[src/rtl/operand_fetch.sv]
// operand_fetch: issue stage between decode and execute.
//
// Takes one decoded instruction per cycle. It drives the register file read
// addresses and captures the read data into a registered operand packet for
// execute. The writeback value is bypassed into that packet, because the
// register file commits it on the same edge.
//
// A per-register busy scoreboard tracks destinations that are still in flight.
// Decode is stalled on RAW and WAW hazards against those registers. The
// writeback port is also passed straight through to the register file write
// side.
//
// Ports:
//   clk, reset             pipeline clock, synchronous active-high reset
//   in_*                   decoded instruction handshake and fields
//   rf_address_A/B         register file read addresses (combinational)
//   rf_bus_A/B             register file read data
//   wb_valid/addr/data     writeback from the end of the pipeline
//   rf_register_load,
//   rf_address_D, rf_bus_D register file write side (= writeback)
//   out_*                  registered operand packet with valid/ready handshake

module operand_fetch #(
  parameter int WIDTH    = 32,
  parameter int NUM_REGS = 32,
  parameter int CTRL_W   = 8,
  localparam int AW      = $clog2(NUM_REGS)
) (
  input  logic              clk,
  input  logic              reset,
  // decode side
  input  logic              in_valid,
  output logic              in_ready,
  input  logic [AW-1:0]     in_rs1,
  input  logic [AW-1:0]     in_rs2,
  input  logic [AW-1:0]     in_rd,
  input  logic              in_rd_we,
  input  logic [CTRL_W-1:0] in_ctrl,
  // register file read side
  output logic [AW-1:0]     rf_address_A,
  output logic [AW-1:0]     rf_address_B,
  input  logic [WIDTH-1:0]  rf_bus_A,
  input  logic [WIDTH-1:0]  rf_bus_B,
  // writeback and register file write side
  input  logic              wb_valid,
  input  logic [AW-1:0]     wb_addr,
  input  logic [WIDTH-1:0]  wb_data,
  output logic              rf_register_load,
  output logic [AW-1:0]     rf_address_D,
  output logic [WIDTH-1:0]  rf_bus_D,
  // execute side
  output logic              out_valid,
  input  logic              out_ready,
  output logic [WIDTH-1:0]  out_op_a,
  output logic [WIDTH-1:0]  out_op_b,
  output logic [AW-1:0]     out_rd,
  output logic              out_rd_we,
  output logic [CTRL_W-1:0] out_ctrl
);

  logic [NUM_REGS-1:0] busy_q;
  logic [NUM_REGS-1:0] busy_d;
  logic [NUM_REGS-1:0] clr;
  logic [NUM_REGS-1:0] set;

  logic              out_valid_q;
  logic [WIDTH-1:0]  out_op_a_q;
  logic [WIDTH-1:0]  out_op_b_q;
  logic [AW-1:0]     out_rd_q;
  logic              out_rd_we_q;
  logic [CTRL_W-1:0] out_ctrl_q;

  logic [WIDTH-1:0]  op_a_d;
  logic [WIDTH-1:0]  op_b_d;
  logic              raw;
  logic              waw;
  logic              in_fire;

  // Register file read addresses and write-side pass-through
  assign rf_address_A     = in_rs1;
  assign rf_address_B     = in_rs2;
  assign rf_register_load = wb_valid;
  assign rf_address_D     = wb_addr;
  assign rf_bus_D         = wb_data;

  // The register file is written on the same edge that captures the
  // operands, so its read data is stale for the register being written back.
  assign op_a_d = (wb_valid && wb_addr == in_rs1) ? wb_data : rf_bus_A;
  assign op_b_d = (wb_valid && wb_addr == in_rs2) ? wb_data : rf_bus_B;

  // Per-register clear (writeback) and set (newly issued writer)
  for (genvar gi = 0; gi < NUM_REGS; gi++) begin : g_sb
    assign clr[gi]    = wb_valid && (wb_addr == AW'(gi));
    assign set[gi]    = in_fire && in_rd_we && (in_rd == AW'(gi));
    // Set wins over clear: the new writer is younger than the one retiring.
    assign busy_d[gi] = set[gi] | (busy_q[gi] & ~clr[gi]);
  end

  // A register that retires this cycle no longer blocks; its value is
  // picked up through the bypass.
  assign raw = (busy_q[in_rs1] && !clr[in_rs1]) ||
               (busy_q[in_rs2] && !clr[in_rs2]);
  assign waw = in_rd_we && busy_q[in_rd] && !clr[in_rd];

  assign in_ready = !reset && !raw && !waw && (!out_valid_q || out_ready);
  assign in_fire  = in_valid && in_ready;

  always_ff @(posedge clk) begin
    if (reset) begin
      busy_q      <= '0;
      out_valid_q <= 1'b0;
      out_op_a_q  <= '0;
      out_op_b_q  <= '0;
      out_rd_q    <= '0;
      out_rd_we_q <= 1'b0;
      out_ctrl_q  <= '0;
    end else begin
      busy_q <= busy_d;
      if (in_fire) begin
        out_valid_q <= 1'b1;
        out_op_a_q  <= op_a_d;
        out_op_b_q  <= op_b_d;
        out_rd_q    <= in_rd;
        out_rd_we_q <= in_rd_we;
        out_ctrl_q  <= in_ctrl;
      end else if (out_valid_q && out_ready) begin
        // Drained with nothing behind it; data keeps its last value.
        out_valid_q <= 1'b0;
      end
    end
  end

  assign out_valid = out_valid_q;
  assign out_op_a  = out_op_a_q;
  assign out_op_b  = out_op_b_q;
  assign out_rd    = out_rd_q;
  assign out_rd_we = out_rd_we_q;
  assign out_ctrl  = out_ctrl_q;

  // The WAW stall keeps each register down to a single outstanding writer.
  a_single_writer: assert property (@(posedge clk) disable iff (reset)
    !(in_fire && in_rd_we && busy_q[in_rd] && !clr[in_rd]));

endmodule
[config.mk]
export PLATFORM = sky130hd
export DESIGN_NAME = operand_fetch
export DESIGN_NICKNAME = d
export VERILOG_FILES = /design/src/rtl/operand_fetch.sv
export SDC_FILE = /design/constraint.sdc
export NUM_CORES = 1
export LEC_CHECK = 0
export ABC_AREA = 1
export CORE_MARGIN = 2
export CORE_UTILIZATION = 41
export CTS_CLUSTER_SIZE = 25
export DETAILED_ROUTE_END_ITERATION = 8
export PLACE_DENSITY = 0.83
export SETUP_SLACK_MARGIN = 0.2
export SLEW_MARGIN = 20
export SYNTH_ARGS = -nofsm -noshare
export SYNTH_HDL_FRONTEND = slang
export SYNTH_SLANG_ARGS = --single-unit
[constraint.sdc]
create_clock -name clk -period 2.5 [get_ports clk]
set_input_delay 0.75 -clock clk [delete_from_list [all_inputs] [get_ports clk]]
set_output_delay 0.75 -clock clk [all_outputs]
set_load 0.1 [all_outputs]
# After elaboration in Yosys (flattened, before gate mapping)
# Index checks and enable logic that the tools add are counted.
# totals
wordCells,274
ff_bits,111
in_bits,130
out_inout_bits,128
# classes
muxes,16
magnitude_cmp,3
bitwise,96
n_eq_ne,64
n_reduce_logical,88
# op_table
cell,count
$eq A5 B5 Y1 const B,32
$eq A5 B4 Y1 const B,16
$logic_and A1 B1 Y1,76
$mux W32,2
$eq A5 B3 Y1 const B,8
$and A1 B1 Y1,32
$not A1 Y1,32
$or A1 B1 Y1,32
$bmux W1 S5,6
$eq A5 B2 Y1 const B,4
$lt A5 B6 Y1 const B,3
$eq A5 B1 Y1 const B,2
$eq A5 B5 Y1,2
$logic_not A5 Y1,2
$mux W1,8
$logic_not A1 Y1,7
$logic_or A1 B1 Y1,2
$reduce_bool A2 Y1,1

# Logic depth before layout (Yosys ltp)
# depth
depth_word,15
depth_mapped,19
ltp_nobuf,16

# Least setup slack after synthesis
# Ideal clock, no wire load.
# synth_path
path_type,input -> output
from,in in_rs1[1]
to,out in_ready
arrival_time_ns,2.355
stages,13
n_path_buf,1
required_time_ns,1.750
setup_slack_ns,-0.605
cell_sequence,buf_2 -> clkinv_1 -> o211ai_1 -> nand3_1 -> nand3_1 -> nand2_1 -> nand2_1 -> nand2_1 -> nand2_1 -> nand2_1 -> inv_1 -> nand3_1 -> inv_1
# synth_between
elab_chain_cells,9
elab_cells_between_ends,11
classes_between,4 x mux; 7 x reduce/logical
# synth_lines
element,line,rtl
start: declaration,34,"input logic [AW-1:0] in_rs1,"
$bmux W1 S5,101,assign raw = (busy_q[in_rs1] && !clr[in_rs1]) ||
$mux W1 (implied by the code),101,
$logic_not A1 Y1,101,
$logic_and A1 B1 Y1 *,101,
$logic_or A1 B1 Y1 *,101,
$logic_not A1 Y1 *,105,assign in_ready = !reset && !raw && !waw && (!out_valid_q || out_ready);
$logic_and A1 B1 Y1 * (3 in series),105,
end: declaration,33,"output logic in_ready,"
# Mark *: on every way between the ends. The rest lies on a longest branch, timed or not. The select of a mux whose other input is x is not followed.

# Worst setup path after layout
# layout_path
from,in in_rd[0]
to,out in_ready
# layout_between
elab_chain_cells,7
elab_cells_between_ends,10
classes_between,4 x mux; 6 x reduce/logical
# layout_lines
element,line,rtl
start: declaration,36,"input logic [AW-1:0] in_rd,"
$bmux W1 S5,103,assign waw = in_rd_we && busy_q[in_rd] && !clr[in_rd];
$mux W1 (implied by the code),103,
$logic_and A1 B1 Y1 / $logic_not A1 Y1 (equally long branches),103,
$logic_and A1 B1 Y1 *,103,
$logic_not A1 Y1 *,105,
$logic_and A1 B1 Y1 * (2 in series),105,
# Marked as above.

==> impl.org <==
** Final layout
- Layout-stage area growth over the synthesis result :: 71.4%
- Antenna diode instance count :: 0
- At the end of the flow, the number of nets in the layout was ~1600.
- Summing all non-filler instances in the final layout gives an area of roughly 0.012 mm².
- Layout cell share with drive strength beyond 1 :: between 20 and 30%
- The filler cells instantiated in the layout total between 1000 and 1500.
- The multi-input combinational cells in the finished layout cover a total of between 0.004 and 0.005 mm².
- Summing all flip-flop and latch instances after layout gives roughly 0.0022 mm².

** Drt
- The first detailed-routing pass took 5 iterations.
- The detailed router finished its first iteration with 580 violations.
- Average vias per placed instance :: approximately 5.3
- Via count of the routed design :: between 8000 and 9000
- Dividing the detail-routed wire length by the instance count gives about 17 µm.
- Final routed wirelength across all metal layers :: just under 30000 µm
- Once detail routing completed, the nets flagged for antenna violations numbered 0.
- For this run, design rule violations remaining after detail routing come to 0.

** Run
- Number of max-capacitance violations reported :: 0

** Logic synthesis
- EDFF count, synth :: 0
- Number of distinct library cells after synthesis :: 25
- Counting flops with an async set or reset pin after synthesis yields a share of 0%.
- Cell with the most instances after synthesis :: nand2_1
- Most instantiated flip-flop cell in the synthesis netlist :: dfxtp_1
- When the netlist entered floorplanning its net count stood at approximately 1300.
- Ranking of synthesized cells by area :: dfxtp_1, nand2_1, a21oi_1, nand3_1, buf_4
- Syn. warnings :: 0
- Ranking of synthesized cells by instance count :: nand2_1, a21oi_1, dfxtp_1
- Area share of the largest cell type after synthesis :: between 30% and 40%
- In this run, synthesis produced a sequential element count of between 100 and 150.
- Post-Synthesis Cells :: about 1200
- Sequential area share after synthesis :: between 30 and 40%
- Average footprint of a synthesized cell :: roughly 5.9 µm²
- Summing every instance area after synthesis gives slightly below 0.007 mm².
- Post-synthesis cell type with the largest combined area :: dfxtp_1

** Floorplanning
- Width of the chip :: 134 µm
- Area inside the core boundary :: roughly 0.017 mm²
- The floorplan step defined a die boundary enclosing approximately 0.018 mm².
- Ports placed on the boundary :: between 200 and 300
- Vertical die dimension :: 134 µm
- For this configuration, the core starts out at a cell density of between 40% and 50%.
- Total number of placement rows :: 47

** STA
- Worst hold slack across all endpoints :: approximately 0.47 ns
- For this run, the top clock speed supported by timing is about 340 MHz.
- Transition time at the pin with the least slew margin :: slightly below 0.8 ns
- Slack of the critical path :: -0.442 ns
- The number of pins with negative max-slew slack in the final report was 0.
- Of the available clock period, the critical path in the final layout requires 118%.
- Number of endpoints with negative hold slack in the final report :: 0
- Clk_skew :: 0.0122 ns
- Setup repair after global routing missed its margin :: true
- Final critical path time including I/O delays and setup :: 2.94 ns
- In this run the tightest slew margin relative to its limit is roughly 48%.
- Final count of negative-setup-slack endpoints :: just over 100

** CTS
- CTS built an H-tree with a depth of 3.
- Hold repair after CTS inserted 0 buffers.
- The later pin in the worst-skew pair is clocked with a latency of 0.37 ns.
- Cell at the root of the clock tree :: clkbuf_16
- After clock tree synthesis, the clock-pin slew on the worst setup and hold paths is roughly 0.070 ns.
- Maximum root-to-sink buffer count :: 2
- Clock tree from TritonCTS :: done
- Clock tree synthesis inserted a total of 9 buffers.
- Clock sink total :: 111

** Place
- The wire-length estimate of the detail-placed layout is between 15000 and 20000 µm.
- The count of buffers added on input and output ports is ~260.
- Cell area reported after detailed placement :: just over 0.01 mm²
- Routability Congestion :: between 0.9 and 1

** Hold path
- Hold WC Path Type :: flop to flop
- The worst hold path passes through 2 cells.

** Pwr
- Power per unit of standard cell area :: roughly 470 mW/mm²
- Across the VDD grid, the largest voltage drop is about 0.52 mV.
- Leakage power of the design :: 5.19 nW

** Critical path
- In this run the worst path has a maximum fanout of 5.
- STA puts the critical path data arrival time at ~2.2 ns.
- STA classifies the critical path startpoint as an input pin.
- Number of cell instances on the worst register-to-register path :: 19
- The worst setup path is of the input pin to output pin kind.
- Capturing element type of the critical path :: output pin
- Required time of the critical path :: roughly 1.8 ns

** Global route
- Pin count of the biggest net entering global routing :: 65
- The number of global-route vias before repair is slightly above 8000.
- Leftover overflow at the end of global routing :: 0
- Antenna violations before repair :: 0
- The first global-routing pass estimated about 42000 µm of wire.
- In the global route stage, overall resource usage came out at 29.6%.

** Status
- Violated checks :: negative setup slack
- The run finished, with violations left.
-- cell usage in the layout (no fill, tap or decap), types with 4 or more instances in the layout --
master,count
dlygate4sd2_1,5
a21oi_1,68
nand2_2,7
o211ai_1,8
inv_1,74
buf_2,4
nand3_1,99
nand2_4,8
inv_2,9
o21ai_0,66
o21ai_1,6
buf_4,173
buf_8,5
nor2_2,6
clkdlybuf4s50_1,106
a21oi_2,48
clkdlybuf4s15_2,4
dfxtp_1,111
inv_6,4
o22ai_1,6
buf_6,27
nand2_1,433
nor2_1,48
nor2_4,18
buf_12,56
clkbuf_16,22
nand3_2,9
buf_16,5
-- layer usage --
layer,GRT usage (%),routed length (µm)
met4,13.1,1290
met3,8.07,2960
met1,34.3,10500
met5,0,0
met2,51.1,14600
-- where the power goes --
group / switching [mW] / internal, mW / leakage (nW) / total [mW]
logic: 1.39 / 0.795 / 4.16 / 2.19
registers: 0.0340 / 1.83 / 0.899 / 1.86
clock network: 0.688 / 0.763 / 0.138 / 1.45
-- worst paths after layout --
kind / startpoint / to / slack [ns]
worst max-delay path: in_rd[0] / in_ready / -0.44
worst min-delay path: out_op_a[26]$_SDFFE_PP0P_ / out_op_a[26]$_SDFFE_PP0P_ / 0.47
worst max register to register: busy_q[14]$_SDFF_PP0_ / busy_q[10]$_SDFF_PP0_ / 0.14
worst min register to register: out_op_a[26]$_SDFFE_PP0P_ / out_op_a[26]$_SDFFE_PP0P_ / 0.47
-- worst max-delay path: stages --
cell,delay [ns]
buf_12,0.12
buf_8,0.13
nor2_4,0.09
buf_6,0.12
nand4_1,0.13
nand2_1,0.10
nor2_1,0.04
nor2_1,0.09
nor2_1,0.05
nand3_1,0.07
nand2_1,0.06
nand2_2,0.08
nand3_4,0.08
clkinvlp_4,0.09
buf_12,0.16
-- through the flow --
step	setup WS, ns	TNS, ns	cells	power (mW)	utilization, %
5_1_grt	-0.546	-17.16	1685	5.64	71.5
6_report	-0.442	-3.99	1685	5.50	71.5
4_1_cts	-0.426	-0.426	1662	5.32	67.3
3_5_place_dp	-1.12	-94.69	1618	3.79	61.5
2_1_floorplan	-0.348	-0.348	1163	3.10	-
3_3_place_gp	-1.12	-93.46	1618	3.77	61.5
-- sequential cells by signal, summed over array words and instances (netlist names) --
| signal | cells |
|---|---|
| busy_q | 32 |
| out_ctrl | 8 |
| out_op_a | 32 |
| out_op_b | 32 |
| out_rd | 5 |
| out_rd_we | 1 |
| out_valid | 1 |
-- area by class of cell --
cell class              instances  area share, %
repair inverters                1         0.0424
clock inverters                 3          0.201
repair buffers                400           37.7
multi-input cells             845           35.3
clock buffers                  13           2.29
flip-flops and latches        111           18.8
well taps                     220           2.33
inverters                      92           3.30
-- logic make-up after synthesis --
family / share of synthesized area [%]
simple gates: 37.0
compound gates: 15.6
buf+inv: 15.0
flops: 32.3
xor+xnor: 0.127
-- what timing repair did --
item                       in CTS  in global routing
pin swaps                      37                 17
cloned                         11                 17
resized for setup             201                 74
setup endpoints to repair     127                113
buffers inserted               17                  6
Power figures use the tool's default switching activity.
